`src/rtl/pc_seq_pkg.sv`:
```
// Shared types and defaults for the program sequencer.
// Sequencer states and address/stack sizing defaults.
package pc_seq_pkg;

    typedef enum logic [1:0] {
        RUN,
        HALT,
        FAULT
    } pc_state_t;

    localparam int PC_ADDR_W      = 5;
    localparam int PC_STACK_DEPTH = 4;

endpackage

```
`src/rtl/pc_return_stack.sv`:
```
// Hardware return-address stack for call/return.
// Pop wins over push; overflow/underflow requests are dropped.
module pc_return_stack
    import pc_seq_pkg::*;
#(
    parameter int ADDR_W = PC_ADDR_W,
    parameter int DEPTH  = PC_STACK_DEPTH
) (
    input  logic                   clk_i,
    input  logic                   rst_i,
    input  logic                   push_i,
    input  logic                   pop_i,
    input  logic [ADDR_W-1:0]      data_i,
    output logic [ADDR_W-1:0]      top_o,
    output logic [$clog2(DEPTH):0] count_o,
    output logic                   full_o,
    output logic                   empty_o
);

    localparam int IW = $clog2(DEPTH);

    logic [ADDR_W-1:0] mem_q [DEPTH];
    logic [IW:0]       ptr_q;
    logic [IW:0]       ptr_d;
    logic [IW-1:0]     wr_idx;
    logic [IW-1:0]     top_idx;
    logic              do_push;
    logic              do_pop;

    assign full_o  = (ptr_q == (IW+1)'(DEPTH));
    assign empty_o = (ptr_q == '0);
    assign do_pop  = pop_i && !empty_o;
    assign do_push = push_i && !pop_i && !full_o;
    assign wr_idx  = ptr_q[IW-1:0];
    assign top_idx = ptr_q[IW-1:0] - IW'(1);
    assign top_o   = mem_q[top_idx];
    assign count_o = ptr_q;

    // Next pointer: pop decrements, push increments.
    always_comb begin
        ptr_d = ptr_q;
        if (do_pop) begin
            ptr_d = ptr_q - (IW+1)'(1);
        end else if (do_push) begin
            ptr_d = ptr_q + (IW+1)'(1);
        end
    end

    // Pointer register, cleared by reset.
    always_ff @(posedge clk_i or posedge rst_i) begin
        if (rst_i) begin
            ptr_q <= '0;
        end else begin
            ptr_q <= ptr_d;
        end
    end

    // Entry storage; contents survive reset.
    always_ff @(posedge clk_i) begin
        if (do_push) begin
            mem_q[wr_idx] <= data_i;
        end
    end

endmodule

```
`src/rtl/pc_sequencer.sv`:
```
// Program sequencer: next-address mux, state FSM and Addr register.
// Feeds the program-memory stage and reacts to its flow strobes.
module pc_sequencer
    import pc_seq_pkg::*;
#(
    parameter int ADDR_W = PC_ADDR_W,
    parameter int DEPTH  = PC_STACK_DEPTH
) (
    input  logic                   clk,
    input  logic                   Reset,
    input  logic                   Stall,
    input  logic                   Jump,
    input  logic                   JumpCY,
    input  logic                   CY,
    input  logic                   Call,
    input  logic                   Ret,
    input  logic                   Halt,
    input  logic [ADDR_W-1:0]      Target,
    output logic [ADDR_W-1:0]      Addr,
    output logic [$clog2(DEPTH):0] Depth,
    output logic                   Halted,
    output logic                   Fault
);

    pc_state_t         state_q;
    pc_state_t         state_d;
    logic [ADDR_W-1:0] addr_q;
    logic [ADDR_W-1:0] addr_d;
    logic [ADDR_W-1:0] ret_addr;
    logic [ADDR_W-1:0] stk_top;
    logic              stk_push;
    logic              stk_pop;
    logic              stk_full;
    logic              stk_empty;

    assign ret_addr = addr_q + ADDR_W'(1);

    pc_return_stack #(
        .ADDR_W (ADDR_W),
        .DEPTH  (DEPTH)
    ) u_stack (
        .clk_i   (clk),
        .rst_i   (Reset),
        .push_i  (stk_push),
        .pop_i   (stk_pop),
        .data_i  (ret_addr),
        .top_o   (stk_top),
        .count_o (Depth),
        .full_o  (stk_full),
        .empty_o (stk_empty)
    );

    // Priority next-address selection and state transitions.
    always_comb begin
        state_d  = state_q;
        addr_d   = addr_q;
        stk_push = 1'b0;
        stk_pop  = 1'b0;
        if (state_q == RUN && !Stall) begin
            if (Ret) begin
                if (stk_empty) begin
                    state_d = FAULT;
                end else begin
                    stk_pop = 1'b1;
                    addr_d  = stk_top;
                end
            end else if (Call) begin
                if (stk_full) begin
                    state_d = FAULT;
                end else begin
                    stk_push = 1'b1;
                    addr_d   = Target;
                end
            end else if (Jump || (JumpCY && CY)) begin
                addr_d = Target;
            end else begin
                addr_d = ret_addr;
            end
            if (Halt && state_d == RUN) begin
                state_d = HALT;
            end
        end
    end

    // State and address registers.
    always_ff @(posedge clk or posedge Reset) begin
        if (Reset) begin
            state_q <= RUN;
            addr_q  <= '0;
        end else begin
            state_q <= state_d;
            addr_q  <= addr_d;
        end
    end

    assign Addr   = addr_q;
    assign Halted = (state_q == HALT);
    assign Fault  = (state_q == FAULT);

endmodule

```
`config.mk`:
```
export PLATFORM = sky130hd
export DESIGN_NAME = pc_sequencer
export DESIGN_NICKNAME = d
export VERILOG_FILES = /design/src/rtl/pc_seq_pkg.sv /design/src/rtl/pc_return_stack.sv /design/src/rtl/pc_sequencer.sv
export SDC_FILE = /design/constraint.sdc
export NUM_CORES = 1
export LEC_CHECK = 0
export ABC_AREA = 0
export BUFFER_PORTS_ARGS = -buffer_cell sky130_fd_sc_hd__buf_2
export CORE_MARGIN = 10
export CORE_UTILIZATION = 49
export DETAILED_ROUTE_END_ITERATION = 6
export HOLD_SLACK_MARGIN = 0.15
export PLACE_DENSITY = 0.83
export SLEW_MARGIN = 20
export SYNTH_ARGS = -nofsm -noshare
export SYNTH_HDL_FRONTEND = slang
export SYNTH_SLANG_ARGS = --single-unit
export TNS_END_PERCENT = 100
```
`constraint.sdc`:
```
create_clock -name clk -period 2.2 [get_ports clk]
set_input_delay 0 -clock clk [delete_from_list [all_inputs] [get_ports clk]]
set_output_delay 0 -clock clk [all_outputs]
set_load 0.02 [all_outputs]
```
==> flow_summary.yaml <==
run_status:
  outcome: "finished, final reports clean"
detailed_routing:
  avgRoutedWirePerCell_microns: 17.4
  drcViolationCount: 0
  dr.pass1.iters: 4
  via_count: 991
  viasPerCell: 5.60
  drt_iter0_markers: 69
  wl_mm: 3.07
  ant_nets: 0
worst_hold_path:
  min_path_type: "in -> reg"
  whs_path_depth: 5
clock_tree:
  clkTransAtPathRegs_ps: 90
  htree_num_levels: 2
  clockRootBuffer: "clkbuf_4"
  cts_tree: "done"
  clk_latency_ps: 330
  cts_made_buffers: 5
  clk_path_buf_depth: 2
  clkSinkCount: 30
  cts_setup_buffers: 0
sta:
  fmax_mhz: 487
  fin_crit_sh_pct: 93.3
  finalCriticalPeriod_ps: 2050
  finalSetupViolCount: 0
  hold_viol_final: 0
  slew_headroom_pct: 72.2
  skew_ps: 10.8
  slew_violations: 0
  rsz0062_at_grt: "no"
  fin_setup_tns_ps: 0
  tightest_slew_ps: 416
synthesis:
  synth_cells: 107
  async_flop_share_pct: 33.3
  ys_ff_latch: 30
  syn_nets: 127
  avgSynthCellArea_sq_um: 13.9
  synth-warning-count: 0
  syn_area_sq_um: 1490
  synth_seq_area_share_pct: 57.3
  synth-edff-count: 20
  ys.flop_type: "edfxtp_1"
  synthDistinctLibCells: 37
run:
  maxCapViolCount: 0
setup_path:
  rrSetupSlack_ps: 150
  cp_top_family: "buffers and inverters"
  crit_chain: "inv_2 > ha_4 > nand2_1 > o211a_1 > buf_4 > nor2_1 > a31oi_1 > dlygate4sd3_1"
  crit_path_end_kind: "register"
  cp_slowest_cell: "dlygate4sd3_1"
  worstSetupPathType: "reg -> reg"
  cpPeakStageDelay_ps: 560
  start_kind: "register"
  critPathArrivalTime_ps: 2270
  crit_buf_inv: 3
  cp_num_cells: 8
  crit_required_ps: 2420
  critPathMaxFanout: 11
  reg2regPathDepth: 8
final_layout:
  nets: 165
  drive_gt1_share_pct: 30.1
  fillers: 209
  areaGrowthSynthToFinish_pct: 22.5
  num_antenna_cells: 0
  fin_cells: 177
floorplan:
  die_x_microns: 75.1
  core_sq_um: 2830
  row_count: 19
  start_util_pct: 52.5
  die_y_microns: 75.1
  boundaryPins: 24
  die-area_sq_um: 5630
global_routing:
  antenna_found_initial: 0
  grt-ovfl-total: 0
  grt_pass1_vias: 1024
  grt_use_total_pct: 12.0
  grt_pass1_wl_mm: 4.94
  grt_start_max_net_pins: 17
power:
  vdd_ir_drop_max_mv: 0.530
  p_leak_nw: 0.738
  powerDensity_nw_per_um2: 1280
place:
  place_congestion: 0.832
  dp_hpwl_mm: 2.26
  portBuffers: 23
  dp_cells: 160
[layout make-up]
cell class	instances	area [sq um]	area share, %
clock buffer	7	45.0	2.48
clock inverter	1	30.0	1.65
inverter	7	26.3	1.44
multi-input combinational	67	606	33.3
sequential	30	853	46.9
tap	31	38.8	2.13
timing repair buffer	34	220	12.1
[worst register-to-register path, delay by kind of cell, from the launching register on]
kind                     cells  cell delay (ps)
buffers and inverters        3              860
flip-flops                   1              440
AO/OA/AOI/OAI                2              300
AND/OR/NAND/NOR              2              190
adder cells (fa/ha/maj)      1              160
[timing repair]
action                                  in CTS  in global routing
gates resized for setup                      0                  1
hold endpoints to repair                    20                  0
hold buffers                                 9                  0
endpoints found under the setup margin       0                  1
[state kept, by name, indices dropped and copies added, names as in the netlist]
signal	flops
u_stack.mem_q	20
Addr	5
u_stack.count_o	3
state_q	2
[cell usage after synthesis (2+ instances only)]
cell type | instances | area [sq um]
o211ai_1 | 2 | 15.0
a211o_1 | 2 | 17.5
ha_1 | 5 | 62.6
edfxtp_1 | 20 | 601
nand3_1 | 3 | 15.0
xor2_1 | 3 | 26.3
o21ai_1 | 2 | 10.0
nor2_1 | 5 | 18.8
nand2b_1 | 2 | 12.5
nor3b_1 | 2 | 15.0
nor2b_1 | 2 | 12.5
mux2i_1 | 3 | 30.0
mux4_2 | 3 | 67.6
a31oi_1 | 3 | 18.8
inv_1 | 7 | 26.3
nand2_1 | 7 | 26.3
a21o_1 | 3 | 22.5
mux4_1 | 2 | 52.6
and2_1 | 4 | 25.0
dfrtp_1 | 10 | 250
[layer usage]
| metal | vias to the layer above | GRT usage (%) | part of all wire, % |
|---|---|---|---|
| met5 | - | 0 | 0 |
| met4 | 0 | 9.03 | 2.9 |
| met3 | 10 | 4.73 | 8.4 |
| met2 | 35 | 18.2 | 48 |
| met1 | 472 | 13.3 | 41 |
| li1 | 474 | - | - |
[logic make-up after synthesis]
family	after synthesis	synth area share [%]
flops	30	57.3
simple gates	29	11.0
compound gates	19	9.77
buf+inv	10	3.12
mux	9	10.9
fa+ha+maj	6	5.56
xor+xnor	4	2.36
[power breakdown]
part / switching (W) / internal, W / leakage, nW
sequential: 0.000117 / 0.000789 / 0.291
clock: 0.000180 / 0.000241 / 0.0395
combinational: 0.000554 / 0.000442 / 0.407
total: 0.000850 / 0.00147 / 0.738
[per-stage QoR]
| step | total power, W | cell area [sq um] | util (%) | setup slack [ps] | hold WS (ps) |
|---|---|---|---|---|---|
| 2_1_floorplan | 0.00160 | 1510 | - | 16.1 | -160 |
| 3_3_place_gp | 0.00183 | 1650 | 58.5 | 320 | 0.322 |
| 3_5_place_dp | 0.00189 | 1650 | 58.5 | 171 | 6.53 |
| 4_1_cts | 0.00234 | 1820 | 64.3 | 69.1 | 160 |
| 5_1_grt | 0.00247 | 1820 | 64.3 | 53.6 | 159 |
| 6_report | 0.00232 | 1820 | 64.3 | 147 | 150 |
[layout by cell type (no fill, tap or decap), drive strengths merged, types with 5 or more instances in the layout]
master        n
inv           7
dlygate4sd3   9
nand2         7
buf          25
ha            5
clkbuf        7
dfrtp        10
and2          5
edfxtp       20
nor2          5
mux4          5
[worst paths after layout]
| kind | end | startpoint |
|---|---|---|
| setup / recovery | Addr[3] | u_stack.count_o[1] |
| hold / removal | Addr[4] | Jump |
| setup reg to reg | Addr[3] | u_stack.count_o[1] |
| hold reg to reg | u_stack.count_o[2] | u_stack.count_o[2] |
| max in group asynchronous | u_stack.count_o[0] | Reset |
| min in group asynchronous | Addr[2] | Reset |
Note: power is estimated with default switching activity, not from simulation.
